`src/rtl/me_lfsr_multi.sv`:
```
// Multi-channel Fibonacci LFSR random source with seed load, lock-up recovery and strided channel bit maps.
// Optional period monitor enabled by defining LFSR_PERIOD_MON_EN.
module me_lfsr_multi #(
    parameter int                WIDTH        = 16,
    parameter logic [WIDTH-1:0]  TAPS         = 16'h8016,
    parameter int                NCH          = 4,
    parameter int                OUT_W        = 4,
    parameter int                STRIDE       = 7,
    parameter logic [WIDTH-1:0]  DEFAULT_SEED = 16'hACE1
) (
    input  logic                   TRIG,
    input  logic                   RESET,
    input  logic                   EN,
    input  logic                   LOAD,
    input  logic [WIDTH-1:0]       SEED,
    output logic [NCH*OUT_W-1:0]   OUT,
    output logic                   VALID,
    output logic                   LOCKUP
`ifdef LFSR_PERIOD_MON_EN
    ,
    output logic                   PERIOD_DONE,
    output logic [WIDTH-1:0]       PERIOD_CNT
`endif
);

    localparam int NB = NCH * OUT_W;

    logic [WIDTH-1:0] d;
    logic [WIDTH-1:0] d_next;
    logic [WIDTH-1:0] seed_eff;
    logic [NB-1:0]    mapped;
    logic             fb;
    logic             seed_load;
    logic             lock;

    assign fb        = ^(d & TAPS);
    assign d_next    = {d[WIDTH-2:0], fb};
    assign seed_eff  = (SEED == '0) ? DEFAULT_SEED : SEED;
    assign seed_load = RESET | LOAD;
    assign lock      = (d == '0);

    // Output bit k picks state bit (k*STRIDE) mod WIDTH; indices may repeat when NB > WIDTH.
    for (genvar k = 0; k < NB; k++) begin : g_map
        localparam int IDX = (k * STRIDE) % WIDTH;
        assign mapped[k] = d[IDX];
    end

    always_ff @(posedge TRIG) begin
        if (seed_load) begin
            d      <= seed_eff;
            OUT    <= '0;
            VALID  <= 1'b0;
            LOCKUP <= 1'b0;
        end else if (EN) begin
            if (lock) begin
                d      <= DEFAULT_SEED;
                OUT    <= '0;
                LOCKUP <= 1'b1;
            end else begin
                OUT    <= mapped;
                d      <= d_next;
                VALID  <= 1'b1;
                LOCKUP <= 1'b0;
            end
        end else begin
            LOCKUP <= 1'b0;
        end
    end

`ifdef LFSR_PERIOD_MON_EN
    logic [WIDTH-1:0] s;
    logic [WIDTH-1:0] pcnt;

    // A period completes when a step returns the state to the last seed written.
    always_ff @(posedge TRIG) begin
        if (seed_load) begin
            s           <= seed_eff;
            pcnt        <= '0;
            PERIOD_DONE <= 1'b0;
            PERIOD_CNT  <= '0;
        end else if (EN) begin
            if (lock) begin
                s           <= DEFAULT_SEED;
                pcnt        <= '0;
                PERIOD_DONE <= 1'b0;
            end else if (d_next == s) begin
                pcnt        <= '0;
                PERIOD_DONE <= 1'b1;
                PERIOD_CNT  <= pcnt + 1'b1;
            end else begin
                pcnt        <= pcnt + 1'b1;
                PERIOD_DONE <= 1'b0;
            end
        end else begin
            PERIOD_DONE <= 1'b0;
        end
    end
`endif

endmodule
```
`config.mk`:
```
export PLATFORM = sky130hd
export DESIGN_NAME = me_lfsr_multi
export DESIGN_NICKNAME = d
export VERILOG_FILES = /design/src/rtl/me_lfsr_multi.sv
export SDC_FILE = /design/constraint.sdc
export NUM_CORES = 1
export LEC_CHECK = 0
export CORE_MARGIN = 4
export CORE_UTILIZATION = 61
export DETAILED_ROUTE_END_ITERATION = 7
export DONT_BUFFER_PORTS = 1
export GPL_TIMING_DRIVEN = 0
export PLACE_DENSITY_LB_ADDON = 0.3
export SLEW_MARGIN = 10
export SYNTH_ARGS = -nofsm -noshare
export SYNTH_HDL_FRONTEND = slang
export SYNTH_SLANG_ARGS = --single-unit
```
`constraint.sdc`:
```
create_clock -name TRIG -period 1.8 [get_ports TRIG]
set_input_delay 0.18 -clock TRIG [delete_from_list [all_inputs] [get_ports TRIG]]
set_output_delay 0.18 -clock TRIG [all_outputs]
set_load 0.05 [all_outputs]
```
==> flow_summary.toml, run 1 <==
[place]
io_buffers = 0
pre_cts_ws_ns = 0.157
hpwl_um = 2300
dp_cells = 153
gp_congestion = 0.823

[floorplan]
dieHeight_um = 57.1
rows = 17
io_pins = 38
die-area_mm2 = 0.00326
initial_core_util = 0.651
die_w_um = 57.1
coreArea_mm2 = 0.00225

[sta]
final.min_clock_period_ns = 1.49
setup_viol = 0
final.setup.worst_slack_ns = 0.313
slew_viol_final = 0
worstMarginPinSlew_ns = 0.685
fin_crit_sh = 0.826
rsz0062_at_grt = "no"
final-hold-violation-count = 0
slew_headroom = 0.542
totalNegativeSetupSlack_ns = 0
fmax_mhz = 672
finClkSkew_ns = 0.0130

[setup_path]
endpoint_kind = "register"
crit_required_ns = 2.00
critPathArrivalTime_ns = 1.69
crit_path_start_kind = "register"
crit_type = "register to register"
r2r_slack_ns = 0.31
critPathMaxFanout = 8

[power]
vdd_drop_max_v = 0.000619
total_power_w = 0.00153
p_leak_nw = 0.612
p_per_area_mw_per_mm2 = 986

[route]
ant_nets = 0
routed_wl_um = 3120
wl_met1_um = 1260
wl_met2_um = 1540
drt-initial-drc-count = 35
vias = 997
via_per_inst = 6.19
firstDrtPassIters = 4
route.top_layer_used = "met4"
wl_met3_um = 288
drcViolationCount = 0
wire_per_inst_um = 19.4

[job]
drv_cap = 0

[synthesis]
synth_seq_cells = 34
ys_warn_count = 0
yosysMostFrequentCell = "nand2_1"
synth_seq_area_share = 0.572
syn_area_mm2 = 0.00147
avgSynthCellArea_um2 = 11.8
synth_area_leaders = "edfxtp_1 33%, dfxtp_1 25%, mux2i_1 11%"
synth_common_cells = "25 x nand2_1, 18 x dfxtp_1, 17 x nor2_1"
synth_nets = 145
synth_edf_count = 16
synth-async-reset-ratio = 0
synth_top_cell_area_share = 0.327
syn_inst = 125
ys.flop_type = "dfxtp_1"
yosysTopAreaCell = "edfxtp_1"
yosysUniqueCellTypes = 22

[clock_network]
cts_buffers = 5
clock-sinks = 34
clk_path_buf_depth = 2
cts_root_buf = "clkbuf_4"
cts_resized = 0
post_cts_buffers = 0
path_clk_slew_ns = 0.10
cts_tree = "yes"
htreeDepth = 2
holdBufCountCts = 0
clk_latency_ns = 0.34

[cells_and_area]
finalNonFillerCells = 161
diodes = 0
layout.nets = 152
synthToLayoutAreaGrowth_pct = 5.71
finish.utilization = 0.689
layout-drive-gt1-share = 0.0977

[global_routing]
grt_overflow = 0
antenna_found_initial = 0
grt_max_degree = 17
grt_pass1_wl_um = 5150
first_global_vias = 1043
grt.total_usage = 0.215

[min_path]
hp-class = "input pin to register"

[status]
status = "completed"
-- registers in the layout (all words and copies together) (netlist names) --
signal	cells
OUT	16
d	16
LOCKUP	1
VALID	1
-- power by group --
group          internal (W)  total (W)  switching, W
clock              0.000156   0.000393      0.000237
sequential         0.000871   0.000993      0.000122
combinational     0.0000706   0.000146     0.0000752
total               0.00110    0.00153      0.000435
-- cells in the final DEF (no fill, tap or decap), drive strengths merged --
master and instances:
nand2 25, dfxtp 18, nor2 17, mux2i 16, edfxtp 16, clkbuf 11, o22a 8, nor4 8
buf 3, xnor2 2, a41o 2, or2 1, xor2 1, inv 1, a41oi 1, o21a 1
nand4 1, nor3 1
-- worst max-delay path, stage by stage (launching register included) --
cell,delay [ns]
edfxtp_1,0.49
nor4_4,0.39
a41o_4,0.32
o22a_1,0.15
-- cells by family (layout without fill, tap and decap cells) --
kind of cell / after synthesis / after routing / share of synthesized area
AOI/OAI and AO/OA: 12 / 12 / 0.0801
muxes: 16 / 16 / 0.109
DFF: 34 / 34 / 0.572
and+or+nand+nor: 53 / 53 / 0.194
xor gates and xnor gates: 3 / 3 / 0.0179
buffers and inverters: 7 / 15 / 0.0264
-- worst paths after layout --
path / start / end / depth (start not counted)
hold reg to reg: d[8] / OUT[8] / 2
setup / recovery: d[15] / d[7] / 3
setup reg to reg: d[15] / d[7] / 3
hold / removal: SEED[9] / d[9] / 2
-- final cells by class --
cell class	instances	area, µm²
buffer	6	35.0
clock buffer	8	48.8
fill	185	702
inverter	1	3.75
multi-input combinational	84	589
sequential	34	841
tap	28	35.0
-- through the flow --
stage / hold WS (ns) / area [µm²]
2_1_floorplan: 0.362 / 1470
3_3_place_gp: 0.368 / 1500
3_5_place_dp: 0.371 / 1500
4_1_cts: 0.0149 / 1550
5_1_grt: 0.00471 / 1550
6_report: 0.0188 / 1550
-- routing by layer --
metal,global-route usage,vias to the layer above
met5,0,-
met4,0.0795,0
met3,0.109,5
met2,0.338,45
met1,0.252,486
li1,-,461
(Power assumes the default switching activity.)
==> inputs of run 2 (changes only) <==
==> constraint.sdc (replaced) <==
create_clock -name TRIG -period 1.5 [get_ports TRIG]
set_input_delay 0.15 -clock TRIG [delete_from_list [all_inputs] [get_ports TRIG]]
set_output_delay 0.15 -clock TRIG [all_outputs]
set_load 0.05 [all_outputs]
==> run 2 against run 1 <==
  * Worst hold slack gained 0.13 ns
  * Clock skew grew 0.0026 ns
  * Worst setup slack lost 0.28 ns
==> flow_summary.toml, run 2 (same netlist as run 1, synthesis figures left out) <==
[floorplan]
dieHeight_um = 57.1
io_pins = 38
initial_core_util = 0.651
die_w_um = 57.1
die-area_mm2 = 0.00326
coreArea_mm2 = 0.00225
rows = 17

[setup_path]
timing.rr.end = "d[7]"
crit_path_start_kind = "register"
endpoint_kind = "register"
cp_num_buf_inv = 0
critPathSlowestCell = "edfxtp_1"
cpPeakStageDelay_ns = 0.47
critPathMaxFanout = 8
r2r_slack_ns = 0.03
worstRegToRegCells = 3
rr_startpoint = "d[1]"
worstPathCellList = "nor4_4, a41o_4, o22a_1"
crit_required_ns = 1.71
path_delay_family = "flip-flops"
critPathArrivalTime_ns = 1.67
crit_type = "register to register"

[sta]
final.min_clock_period_ns = 1.47
final-hold-violation-count = 0
setup_viol = 0
worstMarginPinSlew_ns = 0.677
final.setup.worst_slack_ns = 0.0324
fin_crit_sh = 0.978
slew_headroom = 0.548
fmax_mhz = 681
rsz0062_at_grt = "yes"
totalNegativeSetupSlack_ns = 0
slew_viol_final = 0
finClkSkew_ns = 0.0156

[cells_and_area]
synthToLayoutAreaGrowth_pct = 19.7
fillers = 148
diodes = 0
top_regs = "OUT (16), d (16)"
layout_common_cells = "25 x nand2_1, 18 x dfxtp_1, 17 x nor2_1"
layout_commonest_cell = "nand2_1"
finalNonFillerCells = 183
layout-drive-gt1-share = 0.123
layout.nets = 174

[min_path]
hp-class = "input pin to register"
hold_depth = 3
hold_start = "RESET"
worstHoldEndpoint = "LOCKUP"

[global_routing]
grt_overflow = 0
first_global_vias = 1088
antenna_found_initial = 0
grt.total_usage = 0.225
grt_max_degree = 17
grt_pass1_wl_um = 5460

[route]
drt-initial-drc-count = 61
wire_per_inst_um = 19.2
drcViolationCount = 0
via_per_inst = 5.98
routed_wl_um = 3520
ant_nets = 0
firstDrtPassIters = 4
vias = 1094

[power]
p_per_area_mw_per_mm2 = 1080
p_leak_nw = 0.707
vdd_drop_max_v = 0.000790

[clock_network]
cts_buffers = 5
cts_root_buf = "clkbuf_4"
htreeDepth = 2
clk_path_buf_depth = 2
clk_latency_ns = 0.34
clock-sinks = 34
cts_tree = "yes"
path_clk_slew_ns = 0.10
cts_resized = 0

[place]
hpwl_um = 2300
io_buffers = 0
pre_cts_ws_ns = -0.113
gp_congestion = 0.823
dp_cells = 153

[job]
drv_cap = 0

[status]
status = "completed"
run 2: cell types whose count changed in the layout (fill, tap and decap cells not counted), sizes merged:
cell         change
dlygate4sd3     +16
buf              +6
run 2: worst register-to-register path, stage by stage, from the launching register on:
cell and delay [ns]:
edfxtp_1 0.47, nor4_4 0.40, a41o_4 0.32, o22a_1 0.15
run 2: power breakdown:
group | internal, W | leakage (nW) | total [W] | switching (W)
Sequential | 0.00104 | 0.313 | 0.00119 | 0.000144
Clock | 0.000187 | 0.0265 | 0.000477 | 0.000290
Combinational | 0.000130 | 0.368 | 0.000238 | 0.000108
run 2: what timing repair did:
item,4_1_cts,5_1_grt
setup endpoints to repair,0,8
endpoints found under the hold margin,8,8
hold buffers,8,8
buffers inserted,0,6
run 2: routing by layer:
| metal | up-vias | part of all wire | track usage |
|---|---|---|---|
| li1 | 509 | - | - |
| met1 | 524 | 0.38 | 0.281 |
| met2 | 53 | 0.50 | 0.354 |
| met3 | 8 | 0.11 | 0.0950 |
| met4 | 0 | 0.016 | 0.0695 |
| met5 | - | 0 | 0 |
run 2: stage by stage:
step	hold slack, ns	cell area, µm²	util	total power (W)
3_3_place_gp	0.338	1500	0.667	0.00137
3_5_place_dp	0.341	1500	0.667	0.00139
4_1_cts	0.000580	1630	0.724	0.00186
5_1_grt	0.129	1760	0.780	0.00200
6_report	0.149	1760	0.780	0.00190
2_1_floorplan	0.332	1470	-	0.00133
run 2: worst max-delay path by stage:
stage | depth (start not counted) | slack, ns | from | end
2_1_floorplan | 3 | 0.19 | d[2] | d[0]
3_3_place_gp | 3 | -0.1 | LOAD | d[11]
3_5_place_dp | 3 | -0.11 | LOAD | d[6]
4_1_cts | 3 | 0.04 | d[2] | d[7]
5_1_grt | 3 | -0.01 | d[8] | d[13]
6_report | 3 | 0.03 | d[1] | d[7]
run 2: area by class of cell:
type / count / area (µm²) / area share
flip-flops and latches: 34 / 841 / 0.478
inverters: 1 / 3.75 / 0.00214
plain buffers: 6 / 35.0 / 0.0199
well taps: 28 / 35.0 / 0.0199
multi-input cells: 84 / 589 / 0.335
repair buffers: 22 / 205 / 0.117
clock buffers: 8 / 48.8 / 0.0278
